$ cat src/rtl/cache_tag_ctrl.sv
// N-way set-associative tag store for the LC-3b cache: hit detection, tree-PLRU
// victim selection, fill writes and a one-set-per-cycle flush engine.
module cache_tag_ctrl #(
    parameter int WAYS  = 4,
    parameter int SETS  = 8,
    parameter int TAG_W = 9,
    parameter int IDX_W = $clog2(SETS),
    parameter int WAY_W = $clog2(WAYS)
) (
    input  logic             clk,
    input  logic             reset_n,
    input  logic             lkp_valid,
    output logic             lkp_ready,
    input  logic [IDX_W-1:0] lkp_index,
    input  logic [TAG_W-1:0] lkp_tag,
    output logic             rsp_valid,
    output logic             rsp_hit,
    output logic [WAYS-1:0]  rsp_hit_vec,
    output logic [WAY_W-1:0] rsp_hit_way,
    output logic [WAY_W-1:0] rsp_victim,
    output logic             rsp_multihit,
    input  logic             fill_valid,
    input  logic [IDX_W-1:0] fill_index,
    input  logic [WAY_W-1:0] fill_way,
    input  logic [TAG_W-1:0] fill_tag,
    input  logic             flush_req,
    output logic             flush_busy
);

    typedef enum logic {
        ST_IDLE,
        ST_CLEAR
    } flush_state_t;

    flush_state_t state, state_next;
    logic [IDX_W-1:0] flush_cnt, flush_cnt_next;

    logic [TAG_W-1:0]            tags [SETS][WAYS];
    logic [SETS-1:0][WAYS-1:0]   valid_q;
    logic [SETS-1:0][WAYS-2:0]   plru_q;

    logic [WAYS-1:0]  set_valid;
    logic [WAYS-2:0]  set_plru;
    logic [WAYS-1:0]  hit_vec;
    logic             hit_any;
    logic             multihit;
    logic [WAY_W-1:0] hit_way;
    logic [WAY_W-1:0] victim_way;
    logic             lkp_accept;
    logic             fill_en;
    logic             same_set;
    logic [WAYS-2:0]  hit_plru;
    logic [WAYS-2:0]  fill_plru;

    // Walk root to leaf along the way's bits, pointing each node at the other half.
    function automatic logic [WAYS-2:0] plru_touch(input logic [WAYS-2:0] bits,
                                                   input logic [WAY_W-1:0] way);
        logic [WAYS-2:0] r;
        int node;
        r    = bits;
        node = 0;
        for (int l = 0; l < WAY_W; l++) begin
            r[node] = ~way[WAY_W-1-l];
            node    = 2 * node + 1 + int'(way[WAY_W-1-l]);
        end
        return r;
    endfunction

    function automatic logic [WAY_W-1:0] plru_victim(input logic [WAYS-2:0] bits);
        logic [WAY_W-1:0] v;
        int node;
        v    = '0;
        node = 0;
        for (int l = 0; l < WAY_W; l++) begin
            v[WAY_W-1-l] = bits[node];
            node         = 2 * node + 1 + int'(bits[node]);
        end
        return v;
    endfunction

    assign flush_busy = (state == ST_CLEAR);
    assign lkp_ready  = !flush_busy;
    assign lkp_accept = lkp_valid && lkp_ready;
    assign fill_en    = fill_valid && !flush_busy;
    assign same_set   = fill_en && (fill_index == lkp_index);

    always_comb begin
        set_valid  = valid_q[lkp_index];
        set_plru   = plru_q[lkp_index];
        hit_vec    = '0;
        hit_way    = '0;
        victim_way = plru_victim(set_plru);
        for (int w = 0; w < WAYS; w++) begin
            hit_vec[w] = set_valid[w] && (tags[lkp_index][w] == lkp_tag);
        end
        // Descending scans so the lowest-numbered match / invalid way wins.
        for (int w = WAYS - 1; w >= 0; w--) begin
            if (hit_vec[w]) begin
                hit_way = WAY_W'(w);
            end
            if (!set_valid[w]) begin
                victim_way = WAY_W'(w);
            end
        end
        hit_any  = |hit_vec;
        multihit = (hit_vec & (hit_vec - WAYS'(1))) != '0;
    end

    assign hit_plru  = plru_touch(set_plru, hit_way);
    assign fill_plru = plru_touch(plru_q[fill_index], fill_way);

    always_ff @(posedge clk or negedge reset_n) begin
        if (!reset_n) begin
            state     <= ST_IDLE;
            flush_cnt <= '0;
        end else begin
            state     <= state_next;
            flush_cnt <= flush_cnt_next;
        end
    end

    always_comb begin
        state_next     = state;
        flush_cnt_next = flush_cnt;
        case (state)
            ST_IDLE: begin
                if (flush_req) begin
                    state_next     = ST_CLEAR;
                    flush_cnt_next = '0;
                end
            end
            ST_CLEAR: begin
                flush_cnt_next = flush_cnt + IDX_W'(1);
                if (flush_cnt == IDX_W'(SETS - 1)) begin
                    state_next = ST_IDLE;
                end
            end
            default: state_next = ST_IDLE;
        endcase
    end

    // A same-set fill owns the PLRU write; the concurrent hit update is dropped.
    always_ff @(posedge clk or negedge reset_n) begin
        if (!reset_n) begin
            valid_q <= '0;
            plru_q  <= '0;
        end else if (flush_busy) begin
            valid_q[flush_cnt] <= '0;
            plru_q[flush_cnt]  <= '0;
        end else begin
            if (lkp_accept && hit_any && !same_set) begin
                plru_q[lkp_index] <= hit_plru;
            end
            if (fill_en) begin
                valid_q[fill_index][fill_way] <= 1'b1;
                plru_q[fill_index]            <= fill_plru;
            end
        end
    end

    always_ff @(posedge clk) begin
        if (fill_en) begin
            tags[fill_index][fill_way] <= fill_tag;
        end
    end

    always_ff @(posedge clk or negedge reset_n) begin
        if (!reset_n) begin
            rsp_valid    <= 1'b0;
            rsp_hit      <= 1'b0;
            rsp_hit_vec  <= '0;
            rsp_hit_way  <= '0;
            rsp_victim   <= '0;
            rsp_multihit <= 1'b0;
        end else if (lkp_accept) begin
            rsp_valid    <= 1'b1;
            rsp_hit      <= hit_any;
            rsp_hit_vec  <= hit_vec;
            rsp_hit_way  <= hit_way;
            rsp_victim   <= victim_way;
            rsp_multihit <= multihit;
        end else begin
            rsp_valid <= 1'b0;
        end
    end

endmodule

$ cat config.mk
export PLATFORM = sky130hd
export DESIGN_NAME = cache_tag_ctrl
export DESIGN_NICKNAME = d
export VERILOG_FILES = /design/src/rtl/cache_tag_ctrl.sv
export SDC_FILE = /design/constraint.sdc
export NUM_CORES = 1
export LEC_CHECK = 0
export CAP_MARGIN = 20
export CORE_AREA = 2 2 202 204
export DETAILED_ROUTE_END_ITERATION = 7
export DIE_AREA = 0 0 204 206
export GPL_ROUTABILITY_DRIVEN = 0
export PLACE_DENSITY = 0.57
export SYNTH_ARGS = -nofsm -noshare
export SYNTH_HDL_FRONTEND = slang
export SYNTH_SLANG_ARGS = --single-unit
$ cat constraint.sdc
create_clock -name clk -period 7.3 [get_ports clk]
set_clock_uncertainty 0.15 [all_clocks]
set_input_delay 1.46 -clock clk [delete_from_list [all_inputs] [get_ports clk]]
set_output_delay 1.46 -clock clk [all_outputs]
set_load 0.03 [all_outputs]
== After elaboration in Yosys (flattened, before gate mapping) ==
Memory sizes are Yosys's and may differ from the RTL's.
Cells that the tools add are included.
Storage, ports and cells
  flip-flop bits (word level): 71
  bits in writable memories: 288
  bits of input ports: 31
  output and inout port bits: 13
  logic and storage cells: 138
  memories kept: 1
Memories
  tags: depth 8, width 36, rd ports 1, clocked after memory_dff 0, write ports 1, RTL line 38  | logic [TAG_W-1:0] tags [SETS][WAYS];
Operators by class
  add/subtract/negate cells: 5
  magnitude comparators: 15
  equality and inequality tests: 7
  multiplexer cells: 53
  bitwise operators: 12
  reductions and logical operators: 21
Operators by type and width (number)
  2-to-1 mux 24 bit: 4
  2-to-1 mux 32 bit: 2
  bitwise mux 24 bit: 2
  == test 9 bit: 4
  2-to-1 mux 36 bit: 1
  bitwise AND 32 bit: 1
  inverter 32 bit: 1
  bitwise OR 32 bit: 1
  demux 3 bit (select 3 bit): 3
  bitwise AND 24 bit: 1
  demux 4 bit (select 3 bit): 2
  inverter 24 bit: 1
  binary-select mux 3 bit (select 3 bit): 2
  demux 9 bit (select 2 bit): 1
  2-to-1 mux 3 bit: 6
  logical AND 1 bit: 16
  2-to-1 mux 2 bit: 8
  binary-select mux 4 bit (select 3 bit): 1
  < comparator 2 x 3 -> 1 bit (second input constant): 4
  < comparator 3 x 4 -> 1 bit (second input constant): 3
  2-to-1 mux 4 bit: 3
  greater-or-equal comparator 3 x 1 -> 1 bit (second input constant): 3
  2-to-1 mux 1 bit: 9
  2-to-1 mux 9 bit: 1
  21 further kinds: 33

== Longest topological paths before layout ==
Gate-level depths: netlist (run 1).
  word-level depth: 19
  depth in mapped cells: 15
  mapped depth without buffers: 9

== Least setup slack after synthesis (run 1) ==
OpenSTA, ideal clock, no wires.
  kind: input port to flip-flop
  from: in lkp_index[1]
  to: reg plru_q[9] (netlist bit)
  library setup time: 0.126 ns
  arrival time: 4.178 ns
  data required time: 7.024 ns
  slack: 2.846 ns
  stages: 12
  buffers on the path: 5
  path through: clkbuf_2 -> buf_4 -> buf_4 -> buf_2 -> mux4_2 -> mux2i_1 -> xnor2_1 -> nand4_1 -> o311a_1 -> buf_6 -> o311a_4 -> a221o_1
On the way
  word-level cells in the longest chain between the ends: 19
  elaborated cells on any way between the ends: 41
  classes of those cells: 1 x add/sub; 4 x order compare; 5 x eq/ne; 17 x mux; 2 x bitwise; 11 x reduce/logical; 1 x memory
RTL lines
  start: declaration: RTL line 14  | input logic [IDX_W-1:0] lkp_index,
  memory read (8 x 36 bit) / binary-select mux 4 bit (select 3 bit) (equally long branches)
  == test 9 bit / 2-to-1 mux 4 bit (equally long branches): RTL line 94, 88
  logical AND 1 bit: RTL line 94  | hit_vec[w] = set_valid[w] && (tags[lkp_index][w] == lkp_tag);
  2-to-1 mux 2 bit (4 in series): RTL line 98  | if (hit_vec[w]) begin
  adder 1 x 1 -> 2 bit: RTL line 64  | node = 2 * node + 1 + int'(way[WAY_W-1-l]);
  < comparator 2 x 3 -> 1 bit (implied by the code) / greater-or-equal comparator 2 x 1 -> 1 bit (equally long branches): RTL line 63  | r[node] = ~way[WAY_W-1-l];
  logical AND 1 bit (implied by the code): RTL line 63
  2-to-1 mux 1 bit (implied by the code): RTL line 63
  demux 1 bit (select 2 bit): RTL line 63
  bitwise mux 3 bit: RTL line 63
  bitwise mux 24 bit: RTL line 152  | plru_q[lkp_index] <= hit_plru;
  2-to-1 mux 24 bit (*): RTL line 151  | if (lkp_accept && hit_any && !same_set) begin
  2-to-1 mux 24 bit (*): RTL line 147  | end else if (flush_busy) begin
  bitwise mux 24 bit: RTL line 156  | plru_q[fill_index] <= fill_plru;
  2-to-1 mux 24 bit (*): RTL line 154  | if (fill_en) begin
  2-to-1 mux 24 bit (*): RTL line 147
  end signal: indexed assignment: RTL line 152
  end signal: indexed assignment: RTL line 156
  end: declaration: RTL line 40  | logic [SETS-1:0][WAYS-2:0] plru_q;
Every way passes the cells marked *; elsewhere a longest branch is shown, timed or not. The select of a mux whose other input is x is not followed.
A chain may end at the register's enable or synchronous reset.

== Final worst setup path (run 1) ==
  from: in lkp_index[0]
  to: reg plru_q[9] (netlist bit)
Same word-level chain as after synthesis.

==> flow_metrics.env, run 1 <==
export IMPL_synth_distinct_cells=73
export IMPL_grt_pass1_vias=9635
export IMPL_num_rows=74
export IMPL_ant_nets=0
export IMPL_critPathRequiredTime_ns=7.58
export IMPL_min_path_type="reg -> reg"
export IMPL_die_area_mm2=0.0420
export IMPL_worst_pin_slew_ns=1.14
export IMPL_synth_seq_cells=359
export IMPL_crit_path_end_kind="register"
export IMPL_min_period_ns=5.67
export IMPL_slew_headroom_pct=24.2
export IMPL_top_level_ports=44
export IMPL_routed_wl_um=44500
export IMPL_finalHoldViolations=0
export IMPL_min_from="valid_q[14]"
export IMPL_clk_pin_slew_ns=0.06
export IMPL_arrival_ns=5.95
export IMPL_cap_violations=0
export IMPL_powerDensity_mw_per_mm2=275
export IMPL_root_buffer="clkbuf_16"
export IMPL_antenna_cells=0
export IMPL_io_buffers=43
export IMPL_leakage_nw=6.92
export IMPL_seqCellArea_mm2=0.0104
export IMPL_cts_buffers=41
export IMPL_synth_edf_count=288
export IMPL_clock_sinks=359
export IMPL_ys_flop_type="edfxtp_1"
export IMPL_via_per_inst=5.88
export IMPL_grt_pass1_wl_um=65600
export IMPL_syn_inst=1056
export IMPL_most_common_layout_cells="288 x edfxtp_1, 91 x mux2i_1, 73 x nor2_1"
export IMPL_wl_per_cell_um=26.2
export IMPL_worst_ir_drop_vdd_mv=0.132
export IMPL_hpwl_um=29400
export IMPL_synth_yosys_seq_area_share_pct=65.9
export IMPL_reg2regPathDepth=9
export IMPL_design_core_area_mm2=0.0402
export IMPL_cp_startpoint="lkp_index[0]"
export IMPL_vias=9991
export IMPL_cts_tree="done"
export IMPL_clk_insertion_delay_late_ns=0.56
export IMPL_antenna_found_initial=1
export IMPL_multi_input_area_mm2=0.00499
export IMPL_grt_max_degree=72
export IMPL_grt_use_total_pct=21.7
export IMPL_nets=1169
export IMPL_cts_setup_buffers=0
export IMPL_rr_startpoint="tags[6][23]"
export IMPL_drt_iter0_markers=1037
export IMPL_drc=0
export IMPL_power_mw=5.03
export IMPL_setup_tns_ns=0
export IMPL_fmax_ghz=0.176
export IMPL_nFillCells=3613
export IMPL_crit_end="plru_q[9]"
export IMPL_rsz0062_at_grt="no"
export IMPL_crit_fanout=33
export IMPL_cts_path_max_buffers=3
export IMPL_reg2reg_slack_ns=3.27
export IMPL_yosys_warnings=0
export IMPL_overflow=0
export IMPL_final_common_cell="edfxtp_1"
export IMPL_setup_viol_count_final=0
export IMPL_fp_dieW_um=204
export IMPL_cts_resized=0
export IMPL_syn_area_mm2=0.0158
export IMPL_holdBufCountCts=0
export IMPL_crit_type="in -> reg"
export IMPL_first_pass_iters=7
export IMPL_start_util_pct=39.4
export IMPL_r2r_end="plru_q[9]"
export IMPL_drive_gt1_share_pct=14.2
export IMPL_areaGrowthSynthToFinish_pct=15.7
export IMPL_syn_area_per_cell_um2=15.0
export IMPL_slew_violations=0
export IMPL_syn_nets=1089
export IMPL_die_y_um=206
export IMPL_htreeDepth=2
export IMPL_outcome="finished clean"
export IMPL_start_kind="input pin"
export IMPL_synth_async_reset_ratio_pct=19.8
export IMPL_period_share_pct=77.7
[cell usage after synthesis, types with 3 or more instances]
library cell,instances,area [µm²]
and2_1,4,25.0
nand4_1,7,43.8
nor2b_1,9,56.3
mux2i_1,91,911
and4_1,5,43.8
a21boi_0,4,30.0
buf_6,6,67.6
o211ai_1,27,203
and3_1,10,62.6
nand3_1,33,165
a22oi_1,35,263
xnor2_1,10,87.6
nor2_1,73,274
or2_2,3,18.8
clkbuf_1,28,105
a21oi_1,25,125
a211oi_1,7,52.6
o21ai_0,20,100
a21o_1,43,323
mux2_2,10,113
o22ai_1,3,18.8
or3b_2,4,35.0
o31ai_1,4,30.0
edfxtp_1,288,8650
nand2b_1,9,56.3
a221oi_1,6,52.6
nand2_1,49,184
a221o_1,10,100
buf_2,9,45.0
inv_1,12,45.0
a211o_1,4,35.0
dfrtp_1,71,1780
buf_4,11,82.6
buf_1,3,11.3
mux4_2,27,608
and3b_1,6,52.6
mux4_1,12,315
nor3_1,7,35.0
xor2_1,16,140
a31oi_1,12,75.1
or4_1,4,30.0
[layer usage]
metal	vias to the layer above	global-route usage (%)	wire [µm]
met5	-	0	0
met4	0	6.86	1300
met3	92	4.97	3690
met2	475	32.9	19900
met1	5106	30.9	19600
li1	4318	-	-
[worst max-delay path: stages]
cell     delay, ns
buf_4         0.29
nor2b_1       0.94
a22oi_1       0.25
and3b_1       0.25
or4_1         0.53
nor4_1        0.54
a41oi_1       0.33
o311a_1       0.52
o311a_4       0.47
a221o_1       0.35
[sequential cells by signal, summed over array words and instances, names as in the netlist]
name / count
tags: 288
valid_q: 32
plru_q: 24
rsp_hit_vec: 4
flush_cnt: 3
rsp_hit_way: 2
rsp_victim: 2
flush_busy: 1
rsp_hit: 1
rsp_multihit: 1
rsp_valid: 1
[cells by family (layout without fill, tap and decap cells)]
kind of cell / Yosys count / after routing / share of synthesized area, %
AOI/OAI and AO/OA: 217 / 217 / 9.94
and+or+nand+nor: 234 / 234 / 7.37
xor gates and xnor gates: 26 / 26 / 1.44
adders and majority gates: 3 / 3 / 0.221
buffers and inverters: 74 / 184 / 2.59
muxes: 143 / 143 / 12.6
DFF: 359 / 359 / 65.9
[layout make-up]
class	instances	area share, %
multi-input cells	623	27.3
repair buffers	97	4.83
clock inverters	22	1.21
inverters	14	0.287
well taps	532	3.64
flip-flops and latches	359	57.0
clock buffers	51	5.81
[how the worst min path moves through the flow]
| stage | to | cells past startpoint |
|---|---|---|
| floorplan | valid_q[16] | 1 |
| global placement | valid_q[31] | 1 |
| detailed placement | valid_q[31] | 1 |
| CTS | valid_q[31] | 1 |
| global route | valid_q[31] | 1 |
| finish | valid_q[14] | 1 |
[stage by stage]
step | hold slack [ns] | instance area, µm² | instances | worst slack [ns] | utilization, %
after floorplan | 0.294 | 15800 | 1056 | 2.85 | -
after global placement | 0.304 | 16800 | 1607 | 1.40 | 41.9
after detailed placement | 0.310 | 17000 | 1619 | 1.29 | 42.2
after CTS | 0.322 | 18300 | 1692 | 1.89 | 45.4
after global routing | 0.330 | 18300 | 1698 | 1.68 | 45.5
final | 0.322 | 18300 | 1698 | 1.63 | 45.5
[power breakdown]
group	total [mW]	internal (mW)	leakage [nW]	switching (mW)
logic	0.629	0.228	2.74	0.401
registers	2.41	2.30	3.56	0.108
clock network	1.99	1.18	0.620	0.817
total	5.03	3.70	6.92	1.33
No activity file was read; power rests on OpenSTA's default activity.
==> inputs of run 2 (changes only) <==
==> constraint.sdc (replaced) <==
create_clock -name clk -period 5.4 [get_ports clk]
set_clock_uncertainty 0.15 [all_clocks]
set_input_delay 1.08 -clock clk [delete_from_list [all_inputs] [get_ports clk]]
set_output_delay 1.08 -clock clk [all_outputs]
set_load 0.03 [all_outputs]
==> run 2 against run 1 <==
Compared with the run above: power up 36%; sequential share of layout area fell by 0.41 points; global-route usage down 0.099 points; first-iteration DRC count fell by 11%; final cell count is 1.0% higher; worst hold slack got worse by 0.00061 ns; sequential cell count is the same; count of clock-buffer cells in the layout increased by 1; register-to-register slack got worse by 1.3 ns; clock power grew 37%.
==> flow_metrics.env, run 2 (synthesized netlist as in run 1, its figures left out) <==
export IMPL_cts_resized=0
export IMPL_hold_end="rsp_victim[0]"
export IMPL_grt_pass1_vias=9496
export IMPL_final_common_cell="edfxtp_1"
export IMPL_cap_violations=0
export IMPL_leakage_nw=7.01
export IMPL_top_level_ports=44
export IMPL_min_from="rsp_victim[0]"
export IMPL_critPathMaxStageDelay_ns=0.52
export IMPL_vias=9956
export IMPL_ant_nets=0
export IMPL_drt_iter0_markers=926
export IMPL_critPathRequiredTime_ns=5.70
export IMPL_rr_startpoint="tags[3][24]"
export IMPL_slew_headroom_pct=35.2
export IMPL_largest_register_ffs=288
export IMPL_grt_use_total_pct=21.6
export IMPL_power_mw=6.83
export IMPL_worst_ir_drop_vdd_mv=0.280
export IMPL_overflow=0
export IMPL_p_int_mw=5.04
export IMPL_worst_pin_slew_ns=0.973
export IMPL_multi_input_area_mm2=0.00499
export IMPL_path_delay_family="compound AO/OA/AOI/OAI gates"
export IMPL_die_y_um=206
export IMPL_seqCellArea_mm2=0.0104
export IMPL_reg2regPathDepth=9
export IMPL_wl_per_cell_um=25.9
export IMPL_crit_type="in -> reg"
export IMPL_critPathSlowestCell="nor4_1"
export IMPL_r2r_end="plru_q[10]"
export IMPL_fmax_ghz=0.224
export IMPL_crit_chain="buf_4 -> buf_4 -> mux2i_1 -> a22oi_1 -> and3b_1 -> or4_1 -> nor4_1 -> a41oi_1 -> o311a_1 -> o311a_4 -> a221o_1"
export IMPL_drc=0
export IMPL_rsz0062_at_grt="no"
export IMPL_grt_max_degree=72
export IMPL_powerDensity_mw_per_mm2=370
export IMPL_cts_tree="done"
export IMPL_antenna_found_initial=0
export IMPL_areaGrowthSynthToFinish_pct=16.5
export IMPL_first_pass_iters=5
export IMPL_arrival_ns=4.76
export IMPL_htreeDepth=2
export IMPL_p_seq_share_pct=47.3
export IMPL_start_kind="input pin"
export IMPL_clockPowerShare_pct=39.9
export IMPL_finalHoldViolations=0
export IMPL_crit_path_frequent_cell="buf_4"
export IMPL_holdBufCountCts=0
export IMPL_die_area_mm2=0.0420
export IMPL_routed_wl_um=44400
export IMPL_nets=1183
export IMPL_crit_path_end_kind="register"
export IMPL_num_rows=74
export IMPL_reg_top3="tags: 288 flops, valid_q: 32 flops, plru_q: 24 flops"
export IMPL_fp_dieW_um=204
export IMPL_period_share_pct=82.7
export IMPL_setup_tns_ns=0
export IMPL_sw_frac_of_total_pct=26.2
export IMPL_cts_setup_buffers=0
export IMPL_setup_viol_count_final=0
export IMPL_grt_pass1_wl_um=64800
export IMPL_via_per_inst=5.81
export IMPL_io_buffers=43
export IMPL_cts_buffers=41
export IMPL_clk_pin_slew_ns=0.06
export IMPL_hpwl_um=28900
export IMPL_outcome="finished clean"
export IMPL_start_util_pct=39.4
export IMPL_cts_path_max_buffers=3
export IMPL_switchingPower_mw=1.79
export IMPL_slew_violations=0
export IMPL_most_common_layout_cells="288 x edfxtp_1, 91 x mux2i_1, 73 x nor2_1"
export IMPL_drive_gt1_share_pct=15.4
export IMPL_min_path_type="reg -> reg"
export IMPL_design_core_area_mm2=0.0402
export IMPL_min_period_ns=4.47
export IMPL_root_buffer="clkbuf_16"
export IMPL_pwr_share_comb_pct=12.8
export IMPL_nFillCells=3569
export IMPL_cp_num_buf_inv=2
export IMPL_reg2reg_slack_ns=1.96
export IMPL_largest_register="tags"
export IMPL_clk_insertion_delay_late_ns=0.56
export IMPL_crit_fanout=32
export IMPL_clock_sinks=359
export IMPL_whs_path_depth=1
-- run 2: how the worst max path moves through the flow --
stage                            start    endpoint  slack, ns  cells after the start
after global routing      lkp_index[0]  plru_q[10]       0.85                     11
after floorplan           lkp_index[1]   plru_q[9]       1.33                     12
after global placement    lkp_index[0]  plru_q[10]       0.47                     11
after detailed placement  lkp_index[0]  plru_q[10]       0.43                     11
after CTS                 lkp_index[0]  plru_q[10]       1.02                     11
final                     lkp_index[0]  plru_q[10]       0.93                     11
-- run 2: power by group through the flow --
stage	logic [mW]	clock network, mW	registers, mW
floorplan	0.563	0	3.23
global placement	0.848	0	3.27
detailed placement	0.862	0	3.28
CTS	0.864	2.78	3.22
global route	0.944	2.90	3.24
finish	0.873	2.73	3.23
-- run 2: cell type report --
class                           count  share of cell area [%]
Antenna cell                        1                  0.0136
Clock buffer                       52                    6.07
Clock inverter                     23                    1.07
Inverter                           14                   0.285
Multi-Input combinational cell    623                    27.1
Sequential cell                   359                    56.6
Tap cell                          532                    3.61
Timing Repair Buffer              111                    5.32
-- run 2: per-stage QoR --
stage | hold slack (ns) | instances | worst slack (ns) | cell area [µm²] | util, %
finish | 0.322 | 1715 | 0.935 | 18400 | 45.9
global route | 0.332 | 1714 | 0.846 | 18400 | 45.9
CTS | 0.325 | 1713 | 1.02 | 18400 | 45.8
detailed placement | 0.312 | 1638 | 0.428 | 17100 | 42.5
global placement | 0.304 | 1637 | 0.475 | 17100 | 42.5
floorplan | 0.294 | 1056 | 1.33 | 15800 | -
-- run 2: metal layers --
| metal | wire length, µm | global-route usage (%) | up-vias |
|---|---|---|---|
| li1 | - | - | 4357 |
| met1 | 19900 | 31.3 | 5074 |
| met2 | 20000 | 32.8 | 442 |
| met3 | 3500 | 4.68 | 83 |
| met4 | 1010 | 6.00 | 0 |
| met5 | 0 | 0 | - |
==> inputs of run 3 (changes only) <==
--- a/config.mk
+++ b/config.mk
@@ -10,7 +10,7 @@
 export DETAILED_ROUTE_END_ITERATION = 7
 export DIE_AREA = 0 0 204 206
 export GPL_ROUTABILITY_DRIVEN = 0
-export PLACE_DENSITY = 0.57
+export PLACE_DENSITY = 0.6
 export SYNTH_ARGS = -nofsm -noshare
 export SYNTH_HDL_FRONTEND = slang
 export SYNTH_SLANG_ARGS = --single-unit
==> constraint.sdc (replaced) <==
create_clock -name clk -period 3.8 [get_ports clk]
set_clock_uncertainty 0.15 [all_clocks]
set_input_delay 0.76 -clock clk [delete_from_list [all_inputs] [get_ports clk]]
set_output_delay 0.76 -clock clk [all_outputs]
set_load 0.03 [all_outputs]
==> run 3 against run 2 <==
Compared with the run above: design area increased by 4.8%; worst setup slack got worse by 0.72 ns; sequential share of layout area decreased by 2.6 points; non-clock buffer count increased by 103; power increased by 45%; critical path depth increased by 1; clock power increased by 45%; sequential power increased by 42%; die area unchanged; count of clock-buffer cells in the layout decreased by 7; via count increased by 4.3%; largest power group unchanged.
==> flow_metrics.env, run 3 (synthesized netlist as in run 1, its figures left out) <==
export IMPL_wl_per_cell_um=24.8
export IMPL_holdWs_ns=0.204
export IMPL_cp_num_buf_inv=3
export IMPL_drive_gt1_share_pct=22.5
export IMPL_cts_resized=0
export IMPL_design_core_area_mm2=0.0402
export IMPL_final_common_cell="edfxtp_1"
export IMPL_fmax_ghz=0.279
export IMPL_clk_pin_slew_ns=0.06
export IMPL_switchingPower_mw=2.60
export IMPL_die_area_mm2=0.0420
export IMPL_reg_top3="tags: 288 flops, valid_q: 32 flops, plru_q: 24 flops"
export IMPL_min_path_type="in -> async"
export IMPL_most_common_layout_cells="288 x edfxtp_1, 163 x buf_4, 91 x mux2i_1"
export IMPL_outcome="finished clean"
export IMPL_antenna_found_initial=1
export IMPL_grt_pass1_wl_um=66700
export IMPL_slew_headroom_pct=36.8
export IMPL_cts_tree="done"
export IMPL_cap_violations=0
export IMPL_largest_register_ffs=288
export IMPL_vias=10400
export IMPL_p_int_mw=7.30
export IMPL_path_delay_family="compound AO/OA/AOI/OAI gates"
export IMPL_num_rows=74
export IMPL_critPathSlowestCell="mux4_1"
export IMPL_overflow=0
export IMPL_sw_frac_of_total_pct=26.3
export IMPL_first_pass_iters=8
export IMPL_drt_iter0_markers=1058
export IMPL_crit_path_frequent_cell="buf_4"
export IMPL_cts_path_max_buffers=3
export IMPL_clk_insertion_delay_late_ns=0.57
export IMPL_finalHoldViolations=0
export IMPL_crit_chain="buf_4 -> buf_4 -> mux4_1 -> mux2i_1 -> xor2_1 -> o2111ai_1 -> nor4_1 -> buf_4 -> a41oi_1 -> o311a_1 -> o311a_4 -> a221o_1"
export IMPL_fp_dieW_um=204
export IMPL_critPathMaxStageDelay_ns=0.55
export IMPL_holdBufCountCts=0
export IMPL_min_period_ns=3.59
export IMPL_power_mw=9.90
export IMPL_period_share_pct=94.5
export IMPL_htreeDepth=2
export IMPL_root_buffer="clkbuf_16"
export IMPL_p_seq_share_pct=46.3
export IMPL_start_kind="input pin"
export IMPL_rsz0062_at_grt="no"
export IMPL_via_per_inst=5.72
export IMPL_ant_nets=0
export IMPL_arrival_ns=3.88
export IMPL_powerDensity_mw_per_mm2=512
export IMPL_crit_type="in -> reg"
export IMPL_crit_fanout=16
export IMPL_routed_wl_um=45100
export IMPL_io_buffers=43
export IMPL_cts_setup_buffers=0
export IMPL_drc=0
export IMPL_stdcell_count=1815
export IMPL_nets=1285
export IMPL_grt_pass1_vias=10200
export IMPL_pwr_share_comb_pct=13.7
export IMPL_worst_ir_drop_vdd_mv=0.354
export IMPL_largest_register="tags"
export IMPL_crit_path_end_kind="register"
export IMPL_grt_max_degree=72
export IMPL_setup_viol_count_final=0
export IMPL_grt_use_total_pct=21.8
export IMPL_die_y_um=206
export IMPL_clock_sinks=359
export IMPL_slew_violations=0
export IMPL_placed_cell_area_mm2=0.0180
export IMPL_worst_pin_slew_ns=0.948
export IMPL_start_util_pct=39.4
export IMPL_cts_buffers=40
export IMPL_leakage_nw=7.55
export IMPL_dp_cells=1742
export IMPL_design_area_mm2=0.0193
export IMPL_clockPowerShare_pct=40.0
export IMPL_antenna_cells=0
export IMPL_hpwl_um=30200
export IMPL_critPathRequiredTime_ns=4.09
export IMPL_top_level_ports=44
export IMPL_areaGrowthSynthToFinish_pct=22.1
[run 3: changes by cell type in the layout (fill, tap and decap cells not counted), sizes merged]
cell and delta:
buf +103, bufinv +2, clkbuf -7, clkinv +3
diode -1
[run 3: layer usage]
| metal | up-vias | global-route usage, % | wire, µm |
|---|---|---|---|
| met2 | 437 | 34.0 | 20700 |
| met5 | - | 0 | 0 |
| met4 | 0 | 6.31 | 1050 |
| met1 | 5301 | 31.3 | 19700 |
| met3 | 83 | 4.15 | 3590 |
| li1 | 4559 | - | - |
[run 3: stage by stage]
| step | setup TNS (ns) | worst slack [ns] | util, % |
|---|---|---|---|
| final | 0 | 0.210 | 48.1 |
| after global routing | 0 | 0.0563 | 48.1 |
| after CTS | 0 | 0.230 | 48.1 |
| after detailed placement | -6.69 | -0.361 | 44.7 |
| after global placement | -6.06 | -0.291 | 44.7 |
| after floorplan | 0 | 0.0455 | - |
[run 3: power groups by stage]
stage	Clock, mW	Combinational [mW]	Sequential (mW)
finish	3.96	1.36	4.58
global route	4.18	1.46	4.60
CTS	4.03	1.35	4.57
detailed placement	0	1.35	4.65
global placement	0	1.33	4.65
floorplan	0	0.800	4.59
[run 3: layout make-up]
cell class / instances / area (µm²)
Fill cell: 3514 / 20900
Sequential cell: 359 / 10400
Clock buffer: 45 / 1040
Clock inverter: 28 / 312
Inverter: 14 / 52.6
Multi-Input combinational cell: 623 / 4990
Timing Repair Buffer: 214 / 1840
Tap cell: 532 / 666
[run 3: worst reg2reg max path, stage by stage (launching register included)]
cell	delay, ns
edfxtp_1	0.37
mux4_1	0.50
mux2i_1	0.18
xor2_1	0.22
buf_4	0.14
nand3_1	0.14
nor4b_1	0.32
buf_4	0.18
a31oi_1	0.10
nand2b_1	0.22
a21boi_1	0.49
o211ai_1	0.20
[run 3: worst paths after layout]
path	cells past startpoint	to	slack, ns	from
worst min register to register	1	valid_q[25]	0.32	valid_q[25]
worst max-delay path	12	plru_q[10]	0.21	lkp_index[0]
min in group clk	1	valid_q[25]	0.32	valid_q[25]
worst min-delay path	1	plru_q[13]	0.20	reset_n
worst max register to register	11	plru_q[16]	0.45	tags[4][15]
max in group asynchronous	1	valid_q[13]	2.69	reset_n
